===== src/rtl/alu_ccr_controller.sv =====
// Execute-stage ALU controller: opcode decode, CCR {C,N,Z} ownership,
// flag-conditional jump resolution and a CCR shadow stack for interrupt/RTI.
module alu_ccr_controller #(
   parameter int SHADOW_DEPTH = 2,
   parameter int OPC_W        = 5
) (
   input  logic             clk,
   input  logic             rst,
   input  logic             en,
   input  logic             flush,
   input  logic             valid,
   input  logic [OPC_W-1:0] opcode,
   input  logic             alu_z,
   input  logic             alu_n,
   input  logic             alu_c,
   input  logic             int_save,
   input  logic             rti_restore,
   output logic [11:0]      alu_sel,
   output logic [2:0]       ccr,
   output logic             jmp_taken,
   output logic [1:0]       shadow_cnt,
   output logic             err
);

   localparam logic [OPC_W-1:0] OP_NOP  = OPC_W'('h00);
   localparam logic [OPC_W-1:0] OP_SETC = OPC_W'('h01);
   localparam logic [OPC_W-1:0] OP_CLRC = OPC_W'('h02);
   localparam logic [OPC_W-1:0] OP_NOT  = OPC_W'('h03);
   localparam logic [OPC_W-1:0] OP_INC  = OPC_W'('h04);
   localparam logic [OPC_W-1:0] OP_DEC  = OPC_W'('h05);
   localparam logic [OPC_W-1:0] OP_OUT  = OPC_W'('h06);
   localparam logic [OPC_W-1:0] OP_IN   = OPC_W'('h07);
   localparam logic [OPC_W-1:0] OP_ADD  = OPC_W'('h08);
   localparam logic [OPC_W-1:0] OP_SUB  = OPC_W'('h09);
   localparam logic [OPC_W-1:0] OP_AND  = OPC_W'('h0A);
   localparam logic [OPC_W-1:0] OP_OR   = OPC_W'('h0B);
   localparam logic [OPC_W-1:0] OP_SHL  = OPC_W'('h0C);
   localparam logic [OPC_W-1:0] OP_SHR  = OPC_W'('h0D);
   localparam logic [OPC_W-1:0] OP_LDM  = OPC_W'('h0E);
   localparam logic [OPC_W-1:0] OP_JZ   = OPC_W'('h10);
   localparam logic [OPC_W-1:0] OP_JN   = OPC_W'('h11);
   localparam logic [OPC_W-1:0] OP_JC   = OPC_W'('h12);

   localparam logic [1:0] DEPTH_C = 2'(SHADOW_DEPTH);

   logic       live;
   logic       upd_all, upd_zn, set_c, clr_c;
   logic       jz, jn, jc;
   logic [2:0] ccr_upd;
   logic [2:0] top;
   logic       full, empty;
   logic       push_ok, pop_ok, err_set;
   logic [2:0] stack [SHADOW_DEPTH];

   assign live = valid & en & ~flush;

   always_comb begin
      alu_sel = '0;
      upd_all = 1'b0;
      upd_zn  = 1'b0;
      set_c   = 1'b0;
      clr_c   = 1'b0;
      jz      = 1'b0;
      jn      = 1'b0;
      jc      = 1'b0;
      if (live) begin
         unique case (opcode)
            OP_ADD:  begin alu_sel[0]  = 1'b1; upd_all = 1'b1; end
            OP_NOT:  begin alu_sel[1]  = 1'b1; upd_zn  = 1'b1; end
            OP_INC:  begin alu_sel[2]  = 1'b1; upd_zn  = 1'b1; end
            OP_DEC:  begin alu_sel[3]  = 1'b1; upd_zn  = 1'b1; end
            OP_SUB:  begin alu_sel[4]  = 1'b1; upd_zn  = 1'b1; end
            OP_AND:  begin alu_sel[5]  = 1'b1; upd_zn  = 1'b1; end
            OP_OR:   begin alu_sel[6]  = 1'b1; upd_zn  = 1'b1; end
            OP_SHL:  begin alu_sel[7]  = 1'b1; upd_zn  = 1'b1; end
            OP_SHR:  begin alu_sel[8]  = 1'b1; upd_zn  = 1'b1; end
            OP_IN:   alu_sel[9]  = 1'b1;
            OP_OUT:  alu_sel[10] = 1'b1;
            OP_LDM:  alu_sel[11] = 1'b1;
            OP_SETC: set_c = 1'b1;
            OP_CLRC: clr_c = 1'b1;
            OP_JZ:   jz = 1'b1;
            OP_JN:   jn = 1'b1;
            OP_JC:   jc = 1'b1;
            OP_NOP:  ;
            default: ;
         endcase
      end
   end

   assign jmp_taken = (jz & ccr[0]) | (jn & ccr[1]) | (jc & ccr[2]);

   // A taken jump consumes the flag it tested.
   always_comb begin
      ccr_upd = ccr;
      if (upd_all) ccr_upd = {alu_c, alu_n, alu_z};
      if (upd_zn)  ccr_upd[1:0] = {alu_n, alu_z};
      if (set_c)   ccr_upd[2] = 1'b1;
      if (clr_c)   ccr_upd[2] = 1'b0;
      if (jz & ccr[0]) ccr_upd[0] = 1'b0;
      if (jn & ccr[1]) ccr_upd[1] = 1'b0;
      if (jc & ccr[2]) ccr_upd[2] = 1'b0;
   end

   always_comb begin
      top = '0;
      for (int i = 0; i < SHADOW_DEPTH; i++)
         if (shadow_cnt == 2'(i + 1)) top = stack[i];
   end

   assign full    = (shadow_cnt == DEPTH_C);
   assign empty   = (shadow_cnt == 2'd0);
   assign push_ok = int_save & ~rti_restore & ~full;
   assign pop_ok  = rti_restore & ~int_save & ~empty;
   assign err_set = (int_save & rti_restore)
                  | (int_save & ~rti_restore & full)
                  | (rti_restore & ~int_save & empty);

   always_ff @(posedge clk or posedge rst) begin
      if (rst) begin
         ccr        <= '0;
         shadow_cnt <= '0;
         err        <= 1'b0;
         for (int i = 0; i < SHADOW_DEPTH; i++) stack[i] <= '0;
      end else begin
         ccr <= pop_ok ? top : ccr_upd;
         err <= err | err_set;
         if (push_ok) begin
            shadow_cnt <= shadow_cnt + 2'd1;
            for (int i = 0; i < SHADOW_DEPTH; i++)
               if (shadow_cnt == 2'(i)) stack[i] <= ccr;
         end else if (pop_ok) begin
            shadow_cnt <= shadow_cnt - 2'd1;
         end
      end
   end

endmodule


===== config.mk =====
export PLATFORM = sky130hd
export DESIGN_NAME = alu_ccr_controller
export DESIGN_NICKNAME = d
export VERILOG_FILES = /design/src/rtl/alu_ccr_controller.sv
export SDC_FILE = /design/constraint.sdc
export NUM_CORES = 1
export LEC_CHECK = 0
export BUFFER_PORTS_ARGS = -buffer_cell sky130_fd_sc_hd__buf_4
export CORE_MARGIN = 2
export CORE_UTILIZATION = 35
export CTS_BUF_LIST = sky130_fd_sc_hd__clkbuf_8 sky130_fd_sc_hd__clkbuf_16
export DETAILED_ROUTE_END_ITERATION = 8
export PLACE_DENSITY_LB_ADDON = 0.1
export SLEW_MARGIN = 20
export SYNTH_ARGS = -nofsm -noshare
export SYNTH_HDL_FRONTEND = slang
export SYNTH_SLANG_ARGS = --single-unit
export TNS_END_PERCENT = 5

===== constraint.sdc =====
create_clock -name clk -period 3.25 [get_ports clk]
set_clock_uncertainty 0.2 [all_clocks]
set_input_delay 0.325 -clock clk [delete_from_list [all_inputs] [get_ports clk]]
set_output_delay 0.325 -clock clk [all_outputs]
set_load 0.005 [all_outputs]

==> metrics <==
TritonRoute pass-1 iters=4; share of the synthesized area in the top cell type=0.355; hold path depth=3; worst r2r src=shadow_cnt[0]; Main synth FF type=dfrtp_1; commonest non-fill, non-tap cell in the layout=buf_4; post-cts sizing count=0; Sequential Area=300 µm²; area grow syn2layout=39.6%; Final Hold Viols=0; worst min path class=input port to flop; routed len/inst=13.3 µm; share of layout cells above drive strength 1=0.354; CTS hold repair buffers=1; clk slew on worst S/H paths=50 ps; Slowest Stage Delay on Critical Path=440 ps; GRT overflow=0; Final nets=146; die span in y=53.2 µm; Die Wd=53.2 µm; power per cell area=551 nW/µm²; CP top delay family=simple AND/OR/NAND/NOR gates; core area=2250 µm²; Post-Syn Area=846 µm²; Startpoint Class=flop; worst path cell trace=inv_1 -> ha_1 -> nor3b_1 -> and2_1 -> mux2_2; Reg2Reg Depth=5; Crit. Startpoint=shadow_cnt[0]; critical path class=flop to flop; Cell Rows=17; drt initial violations=8; clk buf depth=2; max-cap viol count=0; clock root buffer master=clkbuf_8; Mapped Cells=92; Req. time, crit path=3170 ps; final setup vio count=0; Peak VDD IR=0.337 mV; status=finished, final reports clean; Critical Path AT=2060 ps; initial core utilization=0.375; total number of H-tree levels=1; CTS buffer count=3; TNS Setup=0 ps; hold endpoint=err; Critical Path Sink Type=flop; r2r endpoint=stack[2]; GRT Total Usage=0.169; fmax=0.467 GHz; first-pass GRT wire length=3.51 mm; CP Buf/Inv Count=1; Post CTS Setup Buffer Count=0; initial antenna violation count=0; CP max-delay cell=nor3b_1; FFs w/ async S/R, synth=1.00; max-slew violation count=0; Worst Min Path Start=rti_restore; slew margin rel.=0.609; CTS tree=built; Die ar.=2830 µm²; Buffers on Ports=33; largest fanout on the critical path=7; synth top area cells=dfrtp_1 36%, mux2_2 8.0%, nor2_1 5.8%, ha_1 4.4%, mux2i_1 3.6%; pin count of the biggest net entering global routing=15; final WL=2.06 mm; Yosys top cell by area=dfrtp_1; # fillers=233; Seq/Total Area, Yosys=0.355; Power Total=651 µW; RSZ-0062 raised after global routing=no; #FFs+latches synth=12; total I/O pin count=34; Post-synth EDFFs=0; Final min period=2140 ps; Synth Warn #=0; remaining antenna violation count after routing=0; Post-Syn Nets=110; Tcrit/Tclk final=0.658; clk sinks=12; multi-input combinational cell area=514 µm²; via count=777; Yosys cell types=30; Avg Cell Area, Syn=9.19 µm²; flop2flop setup slack=1110 ps; vias in the first global route=763; Least-Margin Pin Slew=579 ps; Pleak=0.576 nW; most frequent cells in the layout=33 x buf_4, 13 x nor2_1, 12 x dfrtp_1; DP HPWL=1.59 mm; Antenna diodes=0; Worst-Skew Late Latency=240 ps; GP Congestion=0.768; Via density=5.01; DR DRC count=0
==> flip-flops by register name, summed over array words and instances, names as in the netlist <==
signal,count
stack,6
ccr,3
shadow_cnt,2
err,1
==> report_power, final <==
part           internal (mW)  total (mW)  switching [mW]  leakage, nW
clock network          0.107       0.163          0.0564       0.0288
registers              0.200       0.245          0.0456        0.155
logic                  0.134       0.242           0.109        0.392
==> cells by family after synthesis <==
| family | count (synthesis) | share of synthesized area |
|---|---|---|
| DFF | 12 | 0.355 |
| muxes | 10 | 0.133 |
| adders and majority gates | 3 | 0.0444 |
| AOI/OAI and AO/OA | 13 | 0.111 |
| xor gates and xnor gates | 2 | 0.0207 |
| and+or+nand+nor | 44 | 0.299 |
| buffers and inverters | 8 | 0.0370 |
==> stage by stage <==
stage | worst slack (ps) | cell area [µm²] | utilization | hold WS [ps] | cells
after global placement | 1210 | 1120 | 0.495 | 165 | 150
final | 1110 | 1180 | 0.524 | 150 | 155
after CTS | 1130 | 1180 | 0.524 | 151 | 155
after floorplan | 1320 | 846 | - | -10.3 | 92
after detailed placement | 1130 | 1120 | 0.495 | 172 | 150
after global routing | 943 | 1180 | 0.524 | 178 | 155
==> cells in the mapped netlist, types with 3 or more instances <==
master	count
mux2_2	6
a22o_1	3
nor3_1	3
nor2_1	13
nor2b_1	3
dfrtp_1	12
inv_1	5
or3_1	3
nor4_1	3
mux2i_1	3
and2_1	4
ha_1	3
nand2_1	7
==> worst reg2reg max path, cell delays in order (launching register included) <==
cell	delay, ps
dfrtp_1	400
inv_1	80
ha_1	280
nor3b_1	440
and2_1	270
mux2_2	350
==> how the worst max path moves through the flow <==
| stage | end | slack [ps] | cells past startpoint |
|---|---|---|---|
| after floorplan | stack[0] | 1320 | 5 |
| after global routing | stack[0] | 940 | 5 |
| after global placement | stack[3] | 1210 | 5 |
| after CTS | stack[2] | 1130 | 5 |
| after detailed placement | stack[2] | 1130 | 5 |
| final | stack[2] | 1110 | 5 |
==> routing by layer <==
metal / global-route usage / share of wire / up-vias
met1: 0.246 / 0.50 / 355
li1: - / - / 397
met2: 0.242 / 0.42 / 25
met4: 0.0385 / 0 / 0
met3: 0.0537 / 0.077 / 0
met5: 0 / 0 / -
==> area by class of cell <==
cell class / instances / share of cell area
Tap cell: 28 / 0.0297
Sequential cell: 12 / 0.254
Inverter: 5 / 0.0159
Multi-Input combinational cell: 72 / 0.435
Timing Repair Buffer: 34 / 0.218
Clock buffer: 4 / 0.0466
Power figures use the tool's default switching activity.
